**config.mk**
```make
export PLATFORM = sky130hd
export DESIGN_NAME = vga_scanout
export DESIGN_NICKNAME = d
export VERILOG_FILES = /design/src/rtl/vga_scanout.sv
export SDC_FILE = /design/constraint.sdc
export NUM_CORES = 1
export LEC_CHECK = 0
export BUFFER_PORTS_ARGS = -buffer_cell sky130_fd_sc_hd__buf_2
export CAP_MARGIN = 25
export CORE_MARGIN = 2
export CORE_UTILIZATION = 25
export CTS_CLUSTER_DIAMETER = 120
export DETAILED_ROUTE_END_ITERATION = 10
export SETUP_SLACK_MARGIN = 0.02
export SYNTH_ARGS = -nofsm -noshare
export SYNTH_HDL_FRONTEND = slang
export SYNTH_SLANG_ARGS = --single-unit
```
**constraint.sdc**
```tcl
create_clock -name clock -period 2.6 [get_ports clock]
set_input_delay 0.26 -clock clock [delete_from_list [all_inputs] [get_ports clock]]
set_output_delay 0.26 -clock clock [all_outputs]
set_load 0.03 [all_outputs]
```
**src/rtl/vga_scanout.sv**
```systemverilog
`default_nettype none
// ----------------------------------------------------------------------------
// vga_scanout : VGA timing counters, pixel fetch addressing and aligned output
// Rev 1.0
// ----------------------------------------------------------------------------
module vga_scanout #(
  parameter int H_ACTIVE      = 640,
  parameter int H_FP          = 16,
  parameter int H_SYNC        = 96,
  parameter int H_BP          = 48,
  parameter int V_ACTIVE      = 480,
  parameter int V_FP          = 10,
  parameter int V_SYNC        = 2,
  parameter int V_BP          = 33,
  parameter bit HSYNC_POL     = 1'b0,
  parameter bit VSYNC_POL     = 1'b0,
  parameter int FETCH_LATENCY = 2,
  parameter int COLOR_W       = 8,
  parameter int CNT_W         = 11
) (
  input  logic               clock,
  input  logic               reset,
  input  logic               pixel_en,
  input  logic [COLOR_W-1:0] red_in,
  input  logic [COLOR_W-1:0] green_in,
  input  logic [COLOR_W-1:0] blue_in,
  output logic [CNT_W-1:0]   x_address,
  output logic [CNT_W-1:0]   y_address,
  output logic               fetch_valid,
  output logic               line_start,
  output logic               frame_start,
  output logic               h_sync,
  output logic               v_sync,
  output logic               de,
  output logic [COLOR_W-1:0] red,
  output logic [COLOR_W-1:0] green,
  output logic [COLOR_W-1:0] blue,
  output logic [15:0]        frame_count
);

  localparam int c_h_total = H_ACTIVE + H_FP + H_SYNC + H_BP;
  localparam int c_v_total = V_ACTIVE + V_FP + V_SYNC + V_BP;

  localparam logic [CNT_W-1:0] c_h_active     = CNT_W'(H_ACTIVE);
  localparam logic [CNT_W-1:0] c_h_sync_start = CNT_W'(H_ACTIVE + H_FP);
  localparam logic [CNT_W-1:0] c_h_sync_end   = CNT_W'(H_ACTIVE + H_FP + H_SYNC - 1);
  localparam logic [CNT_W-1:0] c_h_last       = CNT_W'(c_h_total - 1);
  localparam logic [CNT_W-1:0] c_v_active     = CNT_W'(V_ACTIVE);
  localparam logic [CNT_W-1:0] c_v_sync_start = CNT_W'(V_ACTIVE + V_FP);
  localparam logic [CNT_W-1:0] c_v_sync_end   = CNT_W'(V_ACTIVE + V_FP + V_SYNC - 1);
  localparam logic [CNT_W-1:0] c_v_last       = CNT_W'(c_v_total - 1);

  logic [CNT_W-1:0]     r_h_cnt;
  logic [CNT_W-1:0]     r_v_cnt;
  logic                 w_h_last;
  logic                 w_v_last;
  logic                 w_fetch_valid;
  logic                 w_hs_raw;
  logic                 w_vs_raw;
  logic                 w_fv_lat;
  logic [FETCH_LATENCY:0] r_hs_dly;
  logic [FETCH_LATENCY:0] r_vs_dly;
  logic [FETCH_LATENCY:0] r_de_dly;
  logic [COLOR_W-1:0]   r_red;
  logic [COLOR_W-1:0]   r_green;
  logic [COLOR_W-1:0]   r_blue;
  logic [15:0]          r_frame_count;

  assign w_h_last = (r_h_cnt == c_h_last);
  assign w_v_last = (r_v_cnt == c_v_last);

  always_ff @(posedge clock) begin
    if (reset) begin
      r_h_cnt <= '0;
      r_v_cnt <= '0;
    end else if (pixel_en) begin
      if (w_h_last) begin
        r_h_cnt <= '0;
        r_v_cnt <= w_v_last ? '0 : r_v_cnt + CNT_W'(1);
      end else begin
        r_h_cnt <= r_h_cnt + CNT_W'(1);
      end
    end
  end

  // Fetch stage: purely combinational from the counters.
  assign w_fetch_valid = (r_h_cnt < c_h_active) && (r_v_cnt < c_v_active);
  assign fetch_valid   = w_fetch_valid;
  assign x_address     = w_fetch_valid ? r_h_cnt : '0;
  assign y_address     = w_fetch_valid ? r_v_cnt : '0;
  assign line_start    = pixel_en && (r_h_cnt == '0);
  assign frame_start   = pixel_en && (r_h_cnt == '0) && (r_v_cnt == '0);

  assign w_hs_raw = (r_h_cnt >= c_h_sync_start) && (r_h_cnt <= c_h_sync_end);
  assign w_vs_raw = (r_v_cnt >= c_v_sync_start) && (r_v_cnt <= c_v_sync_end);

  always_ff @(posedge clock) begin
    if (reset) begin
      r_hs_dly <= '0;
      r_vs_dly <= '0;
      r_de_dly <= '0;
    end else if (pixel_en) begin
      r_hs_dly[0] <= w_hs_raw;
      r_vs_dly[0] <= w_vs_raw;
      r_de_dly[0] <= w_fetch_valid;
      for (int i = 1; i <= FETCH_LATENCY; i++) begin
        r_hs_dly[i] <= r_hs_dly[i-1];
        r_vs_dly[i] <= r_vs_dly[i-1];
        r_de_dly[i] <= r_de_dly[i-1];
      end
    end
  end

  // Validity of the pixel whose data is on the inputs right now.
  generate
    if (FETCH_LATENCY == 0) begin : g_lat_zero
      assign w_fv_lat = w_fetch_valid;
    end else begin : g_lat_pipe
      assign w_fv_lat = r_de_dly[FETCH_LATENCY-1];
    end
  endgenerate

  always_ff @(posedge clock) begin
    if (reset) begin
      r_red   <= '0;
      r_green <= '0;
      r_blue  <= '0;
    end else if (pixel_en) begin
      r_red   <= w_fv_lat ? red_in   : '0;
      r_green <= w_fv_lat ? green_in : '0;
      r_blue  <= w_fv_lat ? blue_in  : '0;
    end
  end

  always_ff @(posedge clock) begin
    if (reset) begin
      r_frame_count <= '0;
    end else if (pixel_en && w_h_last && w_v_last) begin
      r_frame_count <= r_frame_count + 16'd1;
    end
  end

  assign h_sync      = r_hs_dly[FETCH_LATENCY] ^ ~HSYNC_POL;
  assign v_sync      = r_vs_dly[FETCH_LATENCY] ^ ~VSYNC_POL;
  assign de          = r_de_dly[FETCH_LATENCY];
  assign red         = r_red;
  assign green       = r_green;
  assign blue        = r_blue;
  assign frame_count = r_frame_count;

endmodule
`default_nettype wire

```
Word level (Yosys, flattened, before mapping)

Cells that the tools add are included.
Widths: inputs -> output; s select.

Add/sub/neg operators: 3
Magnitude comparators: 6
Equality and inequality tests: 2
Muxes and demuxes: 7
Bitwise logic cells: 2
Reduce and logical (&&, ||, !) cells: 10

Operators by type and width:

| kind                  | number |
|---|---|
| $mux 11               | 4 |
| $mux 8                | 3 |
| $add 11x1->11 const B | 2 |
| $eq 11x10->1 const B  | 2 |
| $logic_not 11->1      | 2 |
| $add 16x1->16 const B | 1 |
| $ge 11x10->1 const B  | 1 |
| $ge 11x9->1 const B   | 1 |
| $le 11x10->1 const B  | 1 |
| $le 11x9->1 const B   | 1 |
| $lt 11x10->1 const B  | 1 |
| $lt 11x9->1 const B   | 1 |
| $logic_and 1x1->1     | 7 |
| $not 1->1             | 2 |
| $reduce_and 2->1      | 1 |

Bits in registers: 71
Input bits: 27
Output and inout port bits: 68
Logic and storage cells: 39

Depth between registers and ports, before layout

Gate-level depths: netlist (run 1).

Depth in word-level cells: 3
Depth in mapped cells: 9

Worst setup path before layout (run 1)

OpenSTA, ideal clock, no wires.

Path type: reg-to-reg
Start point: register r_h_cnt[7]
End point: register r_frame_count[15] (netlist: frame_count[15])
Setup time: 0.121 ns
Arrival: 2.332 ns
Required time: 2.479 ns
Slack: 0.148 ns
Stages on the path, launching flop included: 8
Path buffers: 2
Period minus slack after synthesis: 2.452 ns
Cells stage by stage: dfxtp_1 -> buf_6 -> or4b_4 -> or4_4 -> buf_6 -> nor3_2 -> nor3b_1 -> mux2_2

Cells in the longest elaborated chain, start to end: 3

Ends and longest elaborated chain:

| what                            | line | RTL |
|---|---|---|
| start: declaration              | 53   | `logic [CNT_W-1:0] r_h_cnt;` |
| start signal: assignment        | 81   | `r_h_cnt <= r_h_cnt + CNT_W'(1);` |
| $eq 11x10->1                    | 69   | `assign w_h_last = (r_h_cnt == c_h_last);` |
| $logic_and 1x1->1 (2 in series) | 138  | `end else if (pixel_en && w_h_last && w_v_last) begin` |
| end signal: assignment          | 139  | `r_frame_count <= r_frame_count + 16'd1;` |
| end: declaration                | 67   | `logic [15:0] r_frame_count;` |

Every way passes these cells.
A chain may end at the register's enable or synchronous reset.

Worst setup path in the final report (run 1)

Start point: register r_h_cnt[5]
End point: register r_frame_count[15] (netlist: frame_count[15])

The elaborated chain is that of the path after synthesis.

==> results.ini, run 1 <==
[setup_path]
crit_type=reg -> reg
worstPathMaxFanout=7
arrival_ns=2.67
slowest_stage=or4_4
required_ns=2.82
start_kind=flip-flop
crit_path_end_kind=flip-flop
cp_cell_sequence=or4b_4 > or4_4 > nor3_2 > nor3b_1 > mux2_2
slowest_delay_ns=0.59

[floorplanning]
dieArea_mm2=0.0139
io_pins=95
row_count=41
fp.coreArea_mm2=0.0127
die_x_um=118
initial_core_util_pct=25.6
die_y_um=118

[clocking]
cts_resized=1
cts_sinks=71
cts_buffers=9
clk_transition_reported_paths_ns=0.06
cts-root-buf=clkbuf_16
insertion_delay_ns=0.33
cts_buffer_depth=2
postCtsSetupBuffers=0
cts_tree=yes
htree_num_levels=3
hold_buffers=0

[power_and_ir_drop]
p_leak_nw=1.72
irDropWorstVdd_mv=0.264
total_power_mw=2.57
pwr_density_cell_mw_per_mm2=612

[detailed_routing]
top_layer_used=met4
routedWlPerCell_um=12.4
via_count=2849
met2_length_um=3790
firstDrtPassIters=4
drt-met1-wl_um=3630
wirelength_um=7900
met3_length_um=353
ant_nets=0
drc=0
viasPerCell=4.46
first_iter_violations=124

[synthesis]
synth_flop_cell=dfxtp_1
syn_avg_cell_area_um2=8.63
yosysWarnings=0
synthCells=376
synth_edf_count=0
synthDistinctLibCells=42
ys_seq_area_share_pct=43.8
async_flop_share_pct=0
synth_seq_cells=71
synth_area_mm2=0.00325

[timing]
fmax_mhz=408
period_share_pct=94.3
fin_setup_tns_ns=0
finClkSkew_ns=0.00685
tightestPinTransition_ns=0.806
fin_crit_ns=2.45
finalSetupViolCount=0
hold_viol_final=0
slew_headroom_pct=45.9
rsz0062_at_grt=false
final_max_slew_viol_count=0

[global_routing]
grt_max_degree=29
grt_usage_pct=11.7
antenna_found_initial=0
grt_pass1_wl_um=13200
first_global_vias=2717
overflow=0

[placed_design]
port_buffers=91
gp_congestion=0.816
hpwl_um=5830

[final_layout]
layout_commonest_cell=buf_2
drive_above_1_share_pct=28.9
layout.nets=496
syn_to_final_growth_pct=29.6
final_cell_mix=91 x buf_2, 74 x nor2_1, 71 x dfxtp_1
diodes=0

[hold_path]
hold_class=in -> reg

[run_status]
run_status=complete, no violations

[flow_run]
cap_viol_max_count=0

kinds of logic (layout without fill, tap and decap cells):
logic type               Yosys count  in the layout  share of synthesized area (%)
AND/OR/NAND/NOR                  177            177                           28.4
flip-flops                        71             71                           43.8
buffers and inverters             43            132                           6.13
AO/OA/AOI/OAI                     37             37                           7.94
XOR/XNOR                          33             33                           8.90
multiplexers                       9              9                           2.81
adder cells (fa/ha/maj)            5              5                           1.93
other                              1              3                          0.116
report_power, final:
group / total (mW) / switching [mW] / leakage, nW / internal (mW)
Combinational: 0.137 / 0.0910 / 0.990 / 0.0459
Sequential: 1.11 / 0.00897 / 0.573 / 1.10
Clock: 1.33 / 0.446 / 0.154 / 0.881
Total: 2.57 / 0.546 / 1.72 / 2.03
metal layers:
metal	up-vias	GRT usage (%)
met5	-	0
met4	0	5.12
met3	11	3.10
met2	73	19.0
met1	1313	14.4
li1	1452	-
final timing paths:
| check | to | start | cells past startpoint | slack [ns] |
|---|---|---|---|---|
| worst max-delay path | frame_count[15]$_SDFFE_PP0P_ | r_h_cnt[5]$_SDFFE_PP0P_ | 5 | 0.15 |
| worst min-delay path | red[6]$_SDFFE_PP0P_ | red_in[6] | 3 | 0.16 |
| worst max register to register | frame_count[15]$_SDFFE_PP0P_ | r_h_cnt[5]$_SDFFE_PP0P_ | 5 | 0.15 |
| worst min register to register | r_vs_dly[0]$_SDFFE_PP0P_ | r_vs_dly[0]$_SDFFE_PP0P_ | 2 | 0.47 |
Yosys cell counts, drive strengths merged (10+ instances only):
master	count	area share, %
buf	11	2.4
nor3	10	1.7
nor4	17	4.2
xor2	10	2.7
nand3	10	1.5
nand4	10	1.9
xnor2	23	6.2
clkbuf	18	2.1
inv	14	1.6
nor2	75	8.8
and2	15	2.9
nand2	18	2.1
a22oi	25	5.8
dfxtp	71	44
registers in the layout, indices dropped and copies added, names as in the netlist:
| register | flops |
|---|---|
| r_de_dly | 3 |
| r_v_cnt | 11 |
| blue | 8 |
| r_h_cnt | 11 |
| frame_count | 16 |
| r_hs_dly | 3 |
| green | 8 |
| red | 8 |
| r_vs_dly | 3 |
through the flow:
| step | std cells | hold slack, ns | setup WS [ns] | utilization, % | cell area, µm² |
|---|---|---|---|---|---|
| after floorplan | 378 | 0.404 | 0.148 | - | 3250 |
| after global routing | 639 | 0.161 | 0.0304 | 33.2 | 4210 |
| final | 639 | 0.161 | 0.148 | 33.2 | 4210 |
| after CTS | 639 | 0.148 | 0.0807 | 33.1 | 4200 |
| after global placement | 625 | 0.460 | 0.193 | 30.6 | 3870 |
| after detailed placement | 625 | 0.462 | 0.142 | 30.6 | 3870 |
worst max-delay path: cells and delay by family, from the launching register on:
kind,cells,cell delay (ns)
muxes,1,0.35
DFF,1,0.36
and+or+nand+nor,4,1.62
final cells by class:
class	instances	area, µm²
Tap cell	172	215
Multi-Input combinational cell	264	1640
Clock buffer	11	253
Clock inverter	3	67.6
Sequential cell	71	1420
Inverter	14	52.6
Fill cell	1316	8470
Timing Repair Buffer	104	553
No activity file was read; power rests on OpenSTA's default activity.
==> inputs of run 2 (changes only) <==
Settings changed: CORE_MARGIN 2 to 3.
==> results.ini, run 2 (synthesized netlist as in run 1, its figures left out) <==
[placed_design]
dp_cells=620
gp_congestion=0.797
pre_cts_slack_ns=0.154
port_buffers=91
hpwl_um=5960

[clocking]
cts-root-buf=clkbuf_16
insertion_delay_ns=0.33
cts_buffers=9
postCtsSetupBuffers=0
cts_tree=yes
cts_resized=0
cts_sinks=71
hold_buffers=0
htree_num_levels=3
cts_buffer_depth=2
clk_transition_reported_paths_ns=0.05

[timing]
finClkSkew_ns=0.00629
tightestPinTransition_ns=0.910
finalSetupViolCount=0
fin_ws_ns=0.150
slew_headroom_pct=39.3
period_share_pct=94.2
fin_setup_tns_ns=0
fin_crit_ns=2.45
rsz0062_at_grt=false
final_max_slew_viol_count=0
hold_viol_final=0
fmax_mhz=408

[flow_run]
cap_viol_max_count=0

[floorplanning]
fp.coreArea_mm2=0.0124
row_count=40
io_pins=95
die_x_um=120
die_y_um=120
initial_core_util_pct=26.3
dieArea_mm2=0.0144

[setup_path]
worstPathMaxFanout=6
required_ns=2.82
cp_cell_sequence=or4b_4 > or4_4 > nor3_2 > nor3b_1 > mux2_2
crit_type=reg -> reg
slowest_delay_ns=0.61
start_kind=flip-flop
crit_path_end_kind=flip-flop
slowest_stage=or4_4
arrival_ns=2.67

[detailed_routing]
first_iter_violations=100
top_layer_used=met5
drt-met1-wl_um=3520
firstDrtPassIters=4
routedWlPerCell_um=12.7
viasPerCell=4.56
drc=0
via_count=2900
wirelength_um=8080
met2_length_um=3860
ant_nets=0
met3_length_um=455

[final_layout]
multiInputGateArea_mm2=0.00164
largest_reg_flops=16
n_fill_cell=1311
layout_commonest_cell=buf_2
final_cell_mix=91 x buf_2, 74 x nor2_1, 71 x dfxtp_1
fin_util_pct=33.6
diodes=0
drive_above_1_share_pct=28.4
layout.nets=495
syn_to_final_growth_pct=28.1
fin_cells=636
seq_area_mm2=0.00142

[global_routing]
grt_usage_pct=11.4
overflow=0
first_global_vias=2843
antenna_found_initial=1
grt_pass1_wl_um=13300
grt_max_degree=29

[power_and_ir_drop]
p_leak_nw=1.71
p_int_mw=1.91
p_sw_share_pct=22.2
pwr_density_cell_mw_per_mm2=590
p_seq_share_pct=45.2
power_switching_uw=545
power_frac_comb_pct=5.5
p_clk_share_pct=49.3
irDropWorstVdd_mv=0.269

[hold_path]
hold_class=in -> reg

[run_status]
run_status=complete, no violations

run 2: changes by cell type in the layout (fill, tap and decap cells not counted), sizes merged:
cell | before | now
clkinv | 0 | 3
clkbuf | 11 | 12
buf | 104 | 103
clkinvlp | 1 | 0
bufinv | 2 | 1
run 2: power groups by stage:
stage	clock, mW	sequential (mW)	combinational (mW)
detailed placement	0	1.13	0.138
finish	1.21	1.11	0.136
global placement	0	1.13	0.137
global route	1.29	1.11	0.150
CTS	1.25	1.11	0.138
floorplan	0	1.14	0.0830
run 2: per-layer routing:
metal | vias up | GRT usage, %
met5 | - | 0
met4 | 2 | 6.66
met3 | 18 | 3.25
met2 | 79 | 18.7
met1 | 1342 | 13.3
li1 | 1459 | -
run 2: critical path, delay by kind of cell (launching register included):
kind / cells / cell delay [ns]
multiplexers: 1 / 0.35
AND/OR/NAND/NOR: 4 / 1.64
flip-flops: 1 / 0.36
run 2: final cells by class:
cell class | instances | area share, %
Clock buffer | 12 | 5.93
Clock inverter | 4 | 1.08
Inverter | 14 | 1.26
Multi-Input combinational cell | 264 | 39.4
Sequential cell | 71 | 34.2
Tap cell | 168 | 5.05
Timing Repair Buffer | 103 | 13.1
run 2: final timing paths:
check / from / endpoint / slack, ns / depth (start not counted)
worst max-delay path: r_h_cnt[6]$_SDFFE_PP0P_ / frame_count[15]$_SDFFE_PP0P_ / 0.15 / 5
worst min-delay path: red_in[6] / red[6]$_SDFFE_PP0P_ / 0.16 / 3
worst max register to register: r_h_cnt[6]$_SDFFE_PP0P_ / frame_count[15]$_SDFFE_PP0P_ / 0.15 / 5
worst min register to register: r_vs_dly[0]$_SDFFE_PP0P_ / r_vs_dly[0]$_SDFFE_PP0P_ / 0.47 / 2
run 2: metrics by stage:
step	instance area (µm²)	hold slack, ns	total power [mW]
2_1_floorplan	3250	0.404	1.23
3_3_place_gp	3860	0.457	1.27
3_5_place_dp	3860	0.458	1.27
4_1_cts	4150	0.143	2.50
5_1_grt	4160	0.151	2.55
6_report	4160	0.158	2.45
==> inputs of run 3 (changes only) <==
Settings changed: PLACE_DENSITY set to 0.44.
==> results.ini, run 3 (synthesized netlist as in run 1, its figures left out) <==
[run_status]
run_status=complete, no violations

[global_routing]
antenna_found_initial=0
grt_usage_pct=12.0
grt_max_degree=29
first_global_vias=2791
grt_pass1_wl_um=14100
overflow=0

[clocking]
htree_num_levels=3
postCtsSetupBuffers=0
cts_tree=yes
insertion_delay_ns=0.32
cts_resized=0
clk_transition_reported_paths_ns=0.06
cts_sinks=71
cts-root-buf=clkbuf_16
hold_buffers=0
cts_buffers=9
cts_buffer_depth=2

[timing]
hold_viol_final=0
finalSetupViolCount=0
fin_ws_ns=0.100
tightestPinTransition_ns=0.514
finClkSkew_ns=0.00472
fmax_mhz=400
slew_headroom_pct=65.7
holdWs_ns=0.166
final_max_slew_viol_count=0
fin_crit_ns=2.50
period_share_pct=96.1
rsz0062_at_grt=true
fin_setup_tns_ns=0

[setup_path]
start_kind=flip-flop
worstPathMaxFanout=8
crit_path_end_kind=flip-flop
critical-path-top-delay-family=simple AND/OR/NAND/NOR gates
slowest_stage=or4_4
slowest_delay_ns=0.63
cp_cell_sequence=or4b_4 > or4_4 > nor3_2 > nor3b_2 > mux2_2
required_ns=2.81
arrival_ns=2.71
crit_type=reg -> reg
cp_num_buf_inv=0

[detailed_routing]
viasPerCell=4.46
drc=0
via_count=2864
first_iter_violations=127
ant_nets=0
routedWlPerCell_um=13.2
wirelength_um=8440
firstDrtPassIters=6

[floorplanning]
dieArea_mm2=0.0144
io_pins=95
die_x_um=120
die_y_um=120
fp.coreArea_mm2=0.0124
row_count=40
initial_core_util_pct=26.3

[placed_design]
gp_congestion=0.757
dp_cells=626
pre_cts_slack_ns=0.0648
port_buffers=91
hpwl_um=6210

[final_layout]
syn_to_final_growth_pct=30.8
layout_commonest_cell=buf_2
diodes=0
final_cell_mix=91 x buf_2, 74 x nor2_1, 71 x dfxtp_1
layout.nets=501
drive_above_1_share_pct=30.2
fin_cells=642
largest_reg_flops=16

[power_and_ir_drop]
irDropWorstVdd_mv=0.256
total_power_mw=2.56
pwr_density_cell_mw_per_mm2=604
p_leak_nw=1.74

[flow_run]
cap_viol_max_count=0

[hold_path]
hold_class=in -> reg

run 3: final timing paths:
kind / cells past startpoint / end / slack (ns) / from
min: 3 / green[2]$_SDFFE_PP0P_ / 0.17 / green_in[2]
max reg2reg: 5 / frame_count[15]$_SDFFE_PP0P_ / 0.10 / r_h_cnt[6]$_SDFFE_PP0P_
min reg2reg: 2 / r_vs_dly[0]$_SDFFE_PP0P_ / 0.46 / r_vs_dly[0]$_SDFFE_PP0P_
max: 5 / frame_count[15]$_SDFFE_PP0P_ / 0.10 / r_h_cnt[6]$_SDFFE_PP0P_
run 3: metal layers:
layer	wire length [µm]	vias up	GRT usage [%]
li1	-	1463	-
met1	4060	1337	16.0
met2	3970	59	19.2
met3	316	5	2.26
met4	93	0	4.29
met5	0	-	0
run 3: cell type report:
type | count | area [µm²]
Tap cell | 168 | 210
Timing Repair Buffer | 109 | 591
Clock buffer | 9 | 225
Clock inverter | 7 | 97.6
Sequential cell | 71 | 1420
Inverter | 14 | 52.6
Fill cell | 1334 | 8120
Multi-Input combinational cell | 264 | 1650
run 3: power breakdown:
group          total, mW  internal, mW  leakage, nW  switching [mW]
logic              0.139        0.0469         1.02          0.0921
registers           1.11          1.10        0.573         0.00863
clock network       1.32         0.841        0.152           0.476
run 3: stage by stage:
step                      util (%)  instance area [µm²]
final                         34.3                 4250
after global routing          34.3                 4250
after CTS                     34.2                 4230
after detailed placement      31.6                 3910
after global placement        31.6                 3910
after floorplan                  -                 3250
run 3: worst reg2reg max path, delay by kind of cell, from the launching register on:
family	cells	cell delay (ns)
AND/OR/NAND/NOR	4	1.68
flip-flops	1	0.35
multiplexers	1	0.35
